===== config.mk =====
export PLATFORM = sky130hd
export DESIGN_NAME = prog_loader_pit
export DESIGN_NICKNAME = d
export VERILOG_FILES = /design/src/rtl/prog_loader_pit.sv
export SDC_FILE = /design/constraint.sdc
export NUM_CORES = 1
export LEC_CHECK = 0
export ABC_CLOCK_PERIOD_IN_PS = 6400
export CORE_MARGIN = 2
export CORE_UTILIZATION = 38
export DETAILED_ROUTE_END_ITERATION = 8
export GPL_TIMING_DRIVEN = 1
export PLACE_DENSITY = 0.62
export SYNTH_ARGS = -nofsm -noshare
export SYNTH_HDL_FRONTEND = slang
export SYNTH_SLANG_ARGS = --single-unit

===== constraint.sdc =====
create_clock -name clk -period 6.4 [get_ports clk]
set_input_delay 1.6 -clock clk [delete_from_list [all_inputs] [get_ports clk]]
set_output_delay 1.6 -clock clk [all_outputs]
set_load 0.03 [all_outputs]

===== src/rtl/prog_loader_pit.sv =====
// Program loader for the simpleton CPU: takes a framed byte stream (length, data, checksum),
// stores it in program memory, then releases the CPU from reset and serves its fetches.
module prog_loader_pit #(
  parameter int         DEPTH    = 128,
  parameter logic [7:0] HLT_BYTE = 8'hF0
) (
  input  logic       clk,
  input  logic       rst,
  input  logic       start,
  input  logic       in_valid,
  input  logic [7:0] in_data,
  output logic       in_ready,
  input  logic [7:0] cpu_addr,
  output logic [7:0] cpu_dout,
  output logic       cpu_rst,
  output logic       busy,
  output logic       err,
  output logic [7:0] prog_len,
  output logic [2:0] state_o
);

  // Handshake: a byte transfers on a rising edge where in_valid && in_ready; in_ready equals
  // busy and depends only on state, so the host may stall in_valid for any number of cycles.

  typedef enum logic [2:0] {
    IDLE     = 3'b000,
    GET_LEN  = 3'b001,
    GET_DATA = 3'b010,
    GET_SUM  = 3'b011,
    RUN      = 3'b100,
    ERR      = 3'b101
  } state_t;

  localparam logic [7:0] LEN_MAX = 8'(DEPTH);

  state_t     state, state_d;
  logic [7:0] pend_len;
  logic [7:0] sum;
  logic [6:0] wr_ptr;
  logic [7:0] mem [0:DEPTH-1];

  logic accept;
  logic start_ok;
  logic len_ok;
  logic last_byte;
  logic sum_ok;

  assign busy      = (state == GET_LEN) || (state == GET_DATA) || (state == GET_SUM);
  assign in_ready  = busy;
  assign accept    = in_valid && in_ready;
  assign start_ok  = start && !busy;
  assign len_ok    = (in_data != 8'd0) && (in_data <= LEN_MAX);
  assign last_byte = ({1'b0, wr_ptr} == (pend_len - 8'd1));
  assign sum_ok    = (in_data == sum);

  assign cpu_rst = (state != RUN);
  assign err     = (state == ERR);
  assign state_o = state;

  always_ff @(posedge clk) begin
    if (rst) state <= IDLE;
    else     state <= state_d;
  end

  always_comb begin
    state_d = state;
    case (state)
      IDLE, RUN, ERR: if (start_ok) state_d = GET_LEN;
      GET_LEN:        if (accept) state_d = len_ok ? GET_DATA : ERR;
      GET_DATA:       if (accept && last_byte) state_d = GET_SUM;
      GET_SUM:        if (accept) state_d = sum_ok ? RUN : ERR;
      default:        state_d = IDLE;
    endcase
  end

  always_ff @(posedge clk) begin
    if (rst) begin
      prog_len <= 8'd0;
      pend_len <= 8'd0;
      wr_ptr   <= 7'd0;
      sum      <= 8'd0;
    end else if (start_ok) begin
      prog_len <= 8'd0;
      wr_ptr   <= 7'd0;
      sum      <= 8'd0;
    end else if (accept) begin
      case (state)
        GET_LEN: if (len_ok) pend_len <= in_data;
        GET_DATA: begin
          sum <= sum + in_data;
          // Hold the pointer on the final byte so a 128-byte frame never wraps it.
          if (!last_byte) wr_ptr <= wr_ptr + 7'd1;
        end
        GET_SUM: if (sum_ok) prog_len <= pend_len;
        default: ;
      endcase
    end
  end

  // Memory is never cleared; reads are masked by prog_len instead.
  always_ff @(posedge clk) begin
    if (!rst && accept && (state == GET_DATA)) mem[wr_ptr] <= in_data;
  end

  always_comb begin
    cpu_dout = 8'd0;
    if (!cpu_addr[7]) begin
      if ({1'b0, cpu_addr[6:0]} < prog_len) cpu_dout = mem[cpu_addr[6:0]];
      else                                  cpu_dout = HLT_BYTE;
    end
  end

endmodule

After elaboration in Yosys (flattened, before gate mapping)
Memory sizes are Yosys's and may differ from the RTL's.
Cells that the tools add are included.
{"block": "totals", "latch_bits": 0, "wordCells": 55, "input_bits": 20, "mem_bits_ro": 0, "out_inout_bits": 23, "ram_bits": 1024, "mem_count": 1, "regBits": 34}
{"name": "mem", "words": 128, "word_bits": 8, "rd": 1, "rd_ports_with_merged_regs": 0, "write_ports": 1, "line": "40", "source": "logic [7:0] mem [0:DEPTH-1];"}
{"block": "classes", "add_sub_neg": 3, "shift": 0, "n_eq_ne": 12, "n_lt_le_gt_ge": 2, "bitwise": 2, "muxes": 11, "div": 0, "reduce_logical": 19, "mul": 0}
{"cell": "2-to-1 mux 8 bit", "count": 2}
{"cell": "2-to-1 mux 3 bit", "count": 5}
{"cell": "one-hot mux 3 bit (4 select lines)", "count": 1}
{"cell": "adder 8 bit", "count": 1}
{"cell": "equality test 7 x 8 -> 1 bit", "count": 1}
{"cell": "equality test 8 bit", "count": 1}
{"cell": "less-or-equal comparator 8 bit (second input constant)", "count": 1}
{"cell": "less-than comparator 7 x 8 -> 1 bit", "count": 1}
{"cell": "AND reduction 4 bit", "count": 2}
{"cell": "nonzero test 8 bit", "count": 1}
{"cell": "subtractor 8 x 1 -> 8 bit (second input constant)", "count": 1}
{"cell": "adder 7 x 1 -> 7 bit (second input constant)", "count": 1}
{"cell": "equality test 3 x 2 -> 1 bit (second input constant)", "count": 2}
{"cell": "equality test 3 bit (second input constant)", "count": 2}
{"cell": "logical AND 1 bit", "count": 6}
{"cell": "inequality test 2 bit (second input constant)", "count": 3}
{"cell": "AND reduction 3 bit", "count": 2}
{"cell": "equality test 3 x 1 -> 1 bit (second input constant)", "count": 1}
{"cell": "logical NOT 3 bit", "count": 1}
{"cell": "2-to-1 mux 1 bit", "count": 3}
{"cell": "inequality test 3 bit (second input constant)", "count": 1}
{"cell": "OR reduction 3 bit", "count": 1}
{"cell": "logical NOT 1 bit", "count": 2}
{"cell": "logical OR 1 bit", "count": 2}
{"cell": "4 further kinds", "count": 5}

Longest topological paths before layout
Gate-level depths: netlist (run 1).
{"block": "logic_depth", "depth_word": 8, "ltp_mapped": 11, "ltp_nobuf": 10}

Worst setup path after synthesis (run 1)
OpenSTA, ideal clock, no wires.
{"block": "synth_path", "path_type": "input to output", "startpoint": "input cpu_addr[0]", "endpoint": "output cpu_dout[4]", "arrival_time_ps": 3680, "setup_slack_ps": 1120, "cell_stages": 11, "n_path_buf": 4, "t_required_ps": 4800, "cell_sequence": "buf_2 buf_6 buf_6 buf_4 nand3b_1 o22ai_1 a2111oi_0 a21oi_1 a21boi_1 o22ai_1 a21oi_1"}
{"block": "synth_via", "elab_chain_cells": 3, "elab_cells_between_ends": 4, "classes_between": "order compare: 1; mux: 2; memory: 1"}
{"item": "start: declaration", "line": "13", "source": "input logic [7:0] cpu_addr,"}
{"item": "memory (128 x 8 bit) or less-than comparator 7 x 8 -> 1 bit (tied branches)"}
{"item": "2-to-1 mux 8 bit (*)", "line": "108", "source": "if ({1'b0, cpu_addr[6:0]} < prog_len) cpu_dout = mem[cpu_addr[6:0]];"}
{"item": "2-to-1 mux 8 bit (*)", "line": "107", "source": "if (!cpu_addr[7]) begin"}
{"item": "end: declaration", "line": "14", "source": "output logic [7:0] cpu_dout,"}
Every way passes the cells marked *; elsewhere a longest branch is shown, timed or not.

Worst setup path in the final report (run 1)
{"block": "layout_path", "startpoint": "input cpu_addr[0]", "endpoint": "output cpu_dout[6]"}
The elaborated chain is that of the path after synthesis.

==> impl_metrics.csv, run 1 <==
group,metric,value,unit
grt,grt_antenna_before_repair,1,
logic_synthesis,yosysWarningCount,0,
detailed_routing,vias,20700,
grt,use_met3,3.83,%
place,hpwlAfterDp,62600,um
hold_path,hold_path.class,"reg2reg",
detailed_routing,ant_nets,0,
worst_setup_path,path_buf_inv,4,
clocking,cts_buffer_depth,3,
detailed_routing,post_drt_via_cell_ratio,5.61,
worst_setup_path,crit_type,"in2out",
detailed_routing,drtIter0Drc,2312,
sta,rsz0062_at_grt,"no",
grt,grt_max_degree,100,
worst_setup_path,cp_common_cell,"buf_4",
clocking,cts_buffers,104,
sta,skew,36.2,ps
cells_and_area,area_growth,14.6,%
clocking,cts_setup_buffers,0,
cells_and_area,finalNetCount,2221,
sta,max_freq,0.164,GHz
clocking,clock_sinks,1058,
power_and_ir_drop,clkPwrFrac,41.3,%
logic_synthesis,ys_types,54,
logic_synthesis,synth_top_cell_area_share,74.0,%
power_and_ir_drop,combPwrFrac,5.1,%
logic_synthesis,ys_dominant_reg_cell,"edfxtp_1",
floorplan,start_util,38.2,%
sta,maxSlewHeadroom,23.7,%
logic_synthesis,yosysMostFrequentCell,"edfxtp_1",
logic_synthesis,avgSynthCellArea,20.7,um2
clocking,cts_resized,0,
worst_setup_path,critical_path.max_fanout,34,
logic_synthesis,ys_async_sr_fraction,0,%
worst_setup_path,critPathTopFamily,"compound AO/OA/AOI/OAI gates",
grt,overflow,0,
logic_synthesis,ys_ff_latch,1058,
grt,grt_pass1_wl,147000,um
clocking,clk_pin_slew_worst_paths,60,ps
sta,worst_pin_slew,1140,ps
floorplan,row_count,121,
worst_setup_path,start_kind,"primary input",
grt,gr-usage-all-layers,17.9,%
place,numPortBuffers,42,
clocking,cts_hold_buf,0,
power_and_ir_drop,seq_power_share,53.6,%
grt,met1_usage,24.4,%
floorplan,die_height,335,um
detailed_routing,drc,0,
logic_synthesis,yosys.area.top_type,"edfxtp_1",
cells_and_area,multi_input_area,9550,um2
worst_setup_path,slowest_stage,"mux4_2",
sta,hold_violations,0,
logic_synthesis,netlist_top_cells_area,"edfxtp_1 74%, mux4_2 15%, dfxtp_1 1.6%, nor2_1 1.6%, mux2i_1 1.1%",
cells_and_area,drive_gt1_share,25.6,%
logic_synthesis,syn_inst,2008,
floorplan,top_level_ports,43,
clocking,clk_latency,690,ps
cells_and_area,fillers,9210,
cells_and_area,ff_latch_area,31400,um2
logic_synthesis,syn_nets,2044,
cells_and_area,final_util,43.8,%
detailed_routing,firstDrtPassIters,5,
logic_synthesis,synth-edff-count,1024,
flow_run,maxCapViolCount,0,
worst_setup_path,critPathRequiredTime,4800,ps
sta,finalCritPeriodShare,95.5,%
sta,holdWs,454,ps
logic_synthesis,synth_area,41600,um2
grt,grt.busiest_layer,"met2",
place,gp_congestion,0.816,
worst_setup_path,arrival,4510,ps
cells_and_area,num_antenna_cells,0,
grt,grt_pass1_vias,21400,
grt,grt_use_met2,28.9,%
sta,layout_min_cycle_time,6110,ps
worst_setup_path,cpPeakStageDelay,520,ps
sta,finalSetupTns,0,ps
logic_synthesis,seq_area_frac_synth,75.6,%
power_and_ir_drop,p_leak,0.0149,uW
sta,setup_violations,0,
clocking,root_buffer,"clkbuf_16",
clocking,cts_tree,"done",
floorplan,die_area,112000,um2
detailed_routing,wl_per_cell,27.3,um
power_and_ir_drop,p_int,11200,uW
power_and_ir_drop,ir_drop,216,uV
floorplan,die_w,335,um
outcome,status,"completed",
sta,drv_slew,0,
clocking,htree_num_levels,3,
worst_setup_path,endpoint_kind,"output pin",
worst_setup_path,crit_chain,"buf_8, buf_12, buf_4, mux4_2, a22oi_1, a21boi_1, o22ai_1, a21oi_1, buf_4",
power_and_ir_drop,swShare,21.2,%
logic_synthesis,ys_top_cells_by_count,"1,024 x edfxtp_1, 273 x mux4_2, 177 x nor2_1",
detailed_routing,finalWirelength,100000,um
floorplan,core_area,109000,um2
power_and_ir_drop,power.net_switching,3000,uW
power_and_ir_drop,p_per_area,298,nW/um2
-- flip-flops by register name, indices dropped and copies added, names as in the netlist --
signal,cells
wr_ptr,7
pend_len,8
state_o,3
sum,8
mem,1024
prog_len,8
-- tightest hold or removal path, delay by kind of cell (launching register included) --
kind	cells	cell delay (ps)
flops	1	310
simple gates	1	50
compound gates	1	50
-- metrics by stage --
step	worst slack [ps]	cell area [um2]	total power, uW	std cells
6_report	291	47600	14200	3682
5_1_grt	133	47600	14600	3682
4_1_cts	238	47600	14300	3682
3_5_place_dp	302	44400	8480	3493
3_3_place_gp	325	44400	8460	3493
2_1_floorplan	1120	41600	8140	2008
-- final timing paths --
kind,startpoint,to,slack (ps),cells past startpoint
worst min register to register,sum[3]$_SDFFE_PP0P_,sum[3]$_SDFFE_PP0P_,450,2
worst max register to register,state_o[1]$_SDFFE_PP0P_,mem[93][0]$_DFFE_PP_,2760,5
worst max-delay path,cpu_addr[0],cpu_dout[6],290,9
worst min-delay path,sum[3]$_SDFFE_PP0P_,sum[3]$_SDFFE_PP0P_,450,2
-- placed cells by master, fill, tap and decap left out, types with 4 or more instances in the layout --
cell                n
nor3_1             13
a21o_1              5
clkbuf_1           19
o22ai_1            21
buf_12             16
xor2_1              9
edfxtp_1         1024
or4_1               5
mux4_2            273
inv_1              14
buf_4             138
mux2i_1            47
clkbuf_16         106
and3_1              6
dfxtp_1            34
nand3_1            13
clkinv_1           31
and2_1              4
a2111oi_0          11
nand2_1            48
nor3b_1             5
bufinv_16           7
a221oi_1           17
nand2b_1            8
clkinv_2           19
a211oi_1            8
nand4_1             5
clkdlybuf4s50_1    21
o21ai_0             5
xnor2_1             9
nor2_1            176
a21oi_1            25
nor2b_1            12
ha_1               15
nand3b_1            4
a22o_1             20
a22oi_1            31
-- power by group through the flow --
stage,logic [uW],clock network [uW],registers [uW]
detailed placement,730,0,7750
global placement,716,0,7750
global route,768,6200,7600
floorplan,391,0,7750
finish,724,5850,7600
CTS,732,5950,7600
-- metal layers --
layer | wire length [um] | share of wire, %
met5 | 0 | 0
met4 | 3130 | 3.1
met3 | 7900 | 7.9
met2 | 48200 | 48
met1 | 41200 | 41
-- cells by family (layout without fill, tap and decap cells) --
group	count (synthesis)	count (layout)	share of synthesized area, %
AO/OA/AOI/OAI	160	160	2.80
XOR/XNOR	18	18	0.379
adder cells (fa/ha/maj)	16	16	0.500
buffers and inverters	123	383	1.44
flip-flops	1058	1058	75.6
multiplexers	320	320	15.9
AND/OR/NAND/NOR	313	313	3.32
-- final cells by class --
class | instances | area share [%]
multi-input cells | 827 | 20.1
repair buffers | 179 | 3.37
inverters | 15 | 0.118
flip-flops and latches | 1058 | 66.0
clock buffers | 125 | 5.72
well taps | 1414 | 3.71
clock inverters | 64 | 1.05
Power figures use the tool's default switching activity.
==> inputs of run 2 (changes only) <==
Settings changed: ABC_CLOCK_PERIOD_IN_PS 6400 to unset, CTS_CLUSTER_DIAMETER set to 120.
Clock period 6.4 ns to 6.9 ns, I/O delays scaled along.
==> impl_metrics.csv, run 2 (synthesis gave the netlist of run 1 again) <==
group,metric,value,unit
worst_setup_path,worst_r2r_endpoint,"mem[9][3]$_DFFE_PP_",
floorplan,start_util,38.2,%
detailed_routing,post_drt_via_cell_ratio,5.71,
worst_setup_path,path_buf_inv,3,
floorplan,row_count,121,
detailed_routing,wl_per_cell,27.8,um
power_and_ir_drop,power,13100,uW
sta,layout_min_cycle_time,6530,ps
sta,maxSlewHeadroom,33.5,%
detailed_routing,drc,0,
power_and_ir_drop,p_leak,0.0143,uW
grt,overflow,0,
grt,grt_pass1_vias,20800,
clocking,clk_pin_slew_worst_paths,60,ps
worst_setup_path,slowest_stage,"mux4_2",
detailed_routing,vias,20500,
worst_setup_path,reg2reg_slack,3010,ps
hold_path,min_from,"sum[2]$_SDFFE_PP0P_",
grt,grt_pass1_wl,146000,um
detailed_routing,drtIter0Drc,2166,
hold_path,hold_path.class,"reg2reg",
worst_setup_path,r2r_cells,5,
power_and_ir_drop,p_per_area,280,nW/um2
detailed_routing,firstDrtPassIters,5,
clocking,cts_buffer_depth,3,
floorplan,core_area,109000,um2
sta,finalSetupTns,0,ps
worst_setup_path,cp_common_cell,"mux4_2",
worst_setup_path,critPathTopFamily,"multiplexers",
cells_and_area,top_register,"mem",
detailed_routing,finalWirelength,99800,um
place,hpwlAfterDp,61000,um
cells_and_area,layout_commonest_cell,"edfxtp_1",
power_and_ir_drop,ir_drop,195,uV
place,gp_congestion,0.830,
clocking,clock_sinks,1058,
floorplan,die_w,335,um
sta,finalCritPeriodShare,94.6,%
detailed_routing,ant_nets,0,
floorplan,die_height,335,um
clocking,clk_latency,680,ps
worst_setup_path,endpoint_kind,"output pin",
sta,hold_violations,0,
worst_setup_path,crit_type,"in2out",
flow_run,maxCapViolCount,0,
cells_and_area,num_antenna_cells,0,
sta,skew,19.1,ps
clocking,cts_resized,0,
worst_setup_path,start_kind,"primary input",
clocking,htree_num_levels,3,
worst_setup_path,critPathRequiredTime,5180,ps
hold_path,min_to,"sum[2]$_SDFFE_PP0P_",
cells_and_area,drive_gt1_share,22.3,%
sta,max_freq,0.153,GHz
worst_setup_path,r2r_start,"state_o[1]$_SDFFE_PP0P_",
sta,drv_slew,0,
floorplan,die_area,112000,um2
clocking,cts_buffers,101,
outcome,status,"completed",
hold_path,hold_depth,2,
worst_setup_path,crit_chain,"buf_8, buf_12, mux4_2, mux4_2, a22oi_1, nand2_1, a22o_1, buf_4",
cells_and_area,fillers,9213,
clocking,root_buffer,"clkbuf_16",
grt,gr-usage-all-layers,17.9,%
worst_setup_path,cpPeakStageDelay,590,ps
floorplan,top_level_ports,43,
cells_and_area,largest_register_ffs,1024,
clocking,cts_hold_buf,0,
worst_setup_path,critical_path.max_fanout,64,
clocking,cts_setup_buffers,0,
grt,grt_max_degree,81,
sta,rsz0062_at_grt,"no",
sta,worst_pin_slew,994,ps
clocking,cts_tree,"done",
grt,grt_antenna_before_repair,1,
cells_and_area,mostFrequentLayoutCells,"1,024 x edfxtp_1, 273 x mux4_2, 176 x nor2_1",
cells_and_area,finalNetCount,2127,
worst_setup_path,arrival,4800,ps
sta,setup_violations,0,
cells_and_area,area_growth,12.6,%
place,numPortBuffers,42,
[run 2: cell types whose count changed in the layout (fill, tap and decap cells not counted), moves of 2 or more]
cell,delta
clkbuf_1,+7
buf_12,-10
buf_4,-81
nand2_1,-2
nand2_2,+2
clkinv_2,-9
clkinv_4,+2
[run 2: layout make-up]
class	instances	area (um2)	share of cell area [%]
timing repair buffer	88	798	1.71
clock inverter	56	469	1.00
inverter	15	56.3	0.120
sequential	1058	31400	67.1
multi-input combinational	827	9560	20.4
clock buffer	131	2730	5.82
tap	1414	1770	3.78
[run 2: worst register-to-register path, delay by kind of cell (launching register included)]
family	cells	cell delay (ps)
flip-flops	1	510
AND/OR/NAND/NOR	5	2990
[run 2: power by group]
group	switching [uW]	internal, uW
clock	2350	3050
combinational	406	242
sequential	5.92	7040
total	2760	10300
[run 2: layer usage]
metal  vias to the layer above  global-route usage (%)  part of all wire, %
met5                         -                       0                0.016
met4                         2                    4.20                  2.2
met1                     10900                    25.4                   41
li1                       8509                       -                    -
met3                       142                    3.94                  8.8
met2                       944                    28.2                   48
[run 2: how the worst max path moves through the flow]
stage / start / slack (ps) / endpoint / cells after the start
global placement: cpu_addr[0] / 360 / cpu_dout[1] / 8
floorplan: cpu_addr[0] / 1370 / cpu_dout[4] / 11
global route: cpu_addr[0] / 230 / cpu_dout[1] / 8
CTS: cpu_addr[0] / 380 / cpu_dout[1] / 8
finish: cpu_addr[0] / 370 / cpu_dout[1] / 8
detailed placement: cpu_addr[0] / 380 / cpu_dout[1] / 8
[run 2: through the flow]
stage               instances  setup WS [ps]  utilization [%]  hold WS (ps)  cell area (um2)
floorplan                2008           1370                -           436            41600
global placement         3402            363             40.1           443            43600
detailed placement       3402            380             40.1           450            43600
CTS                      3589            383             43.1           459            46800
global route             3589            233             43.1           483            46800
finish                   3589            373             43.1           460            46800
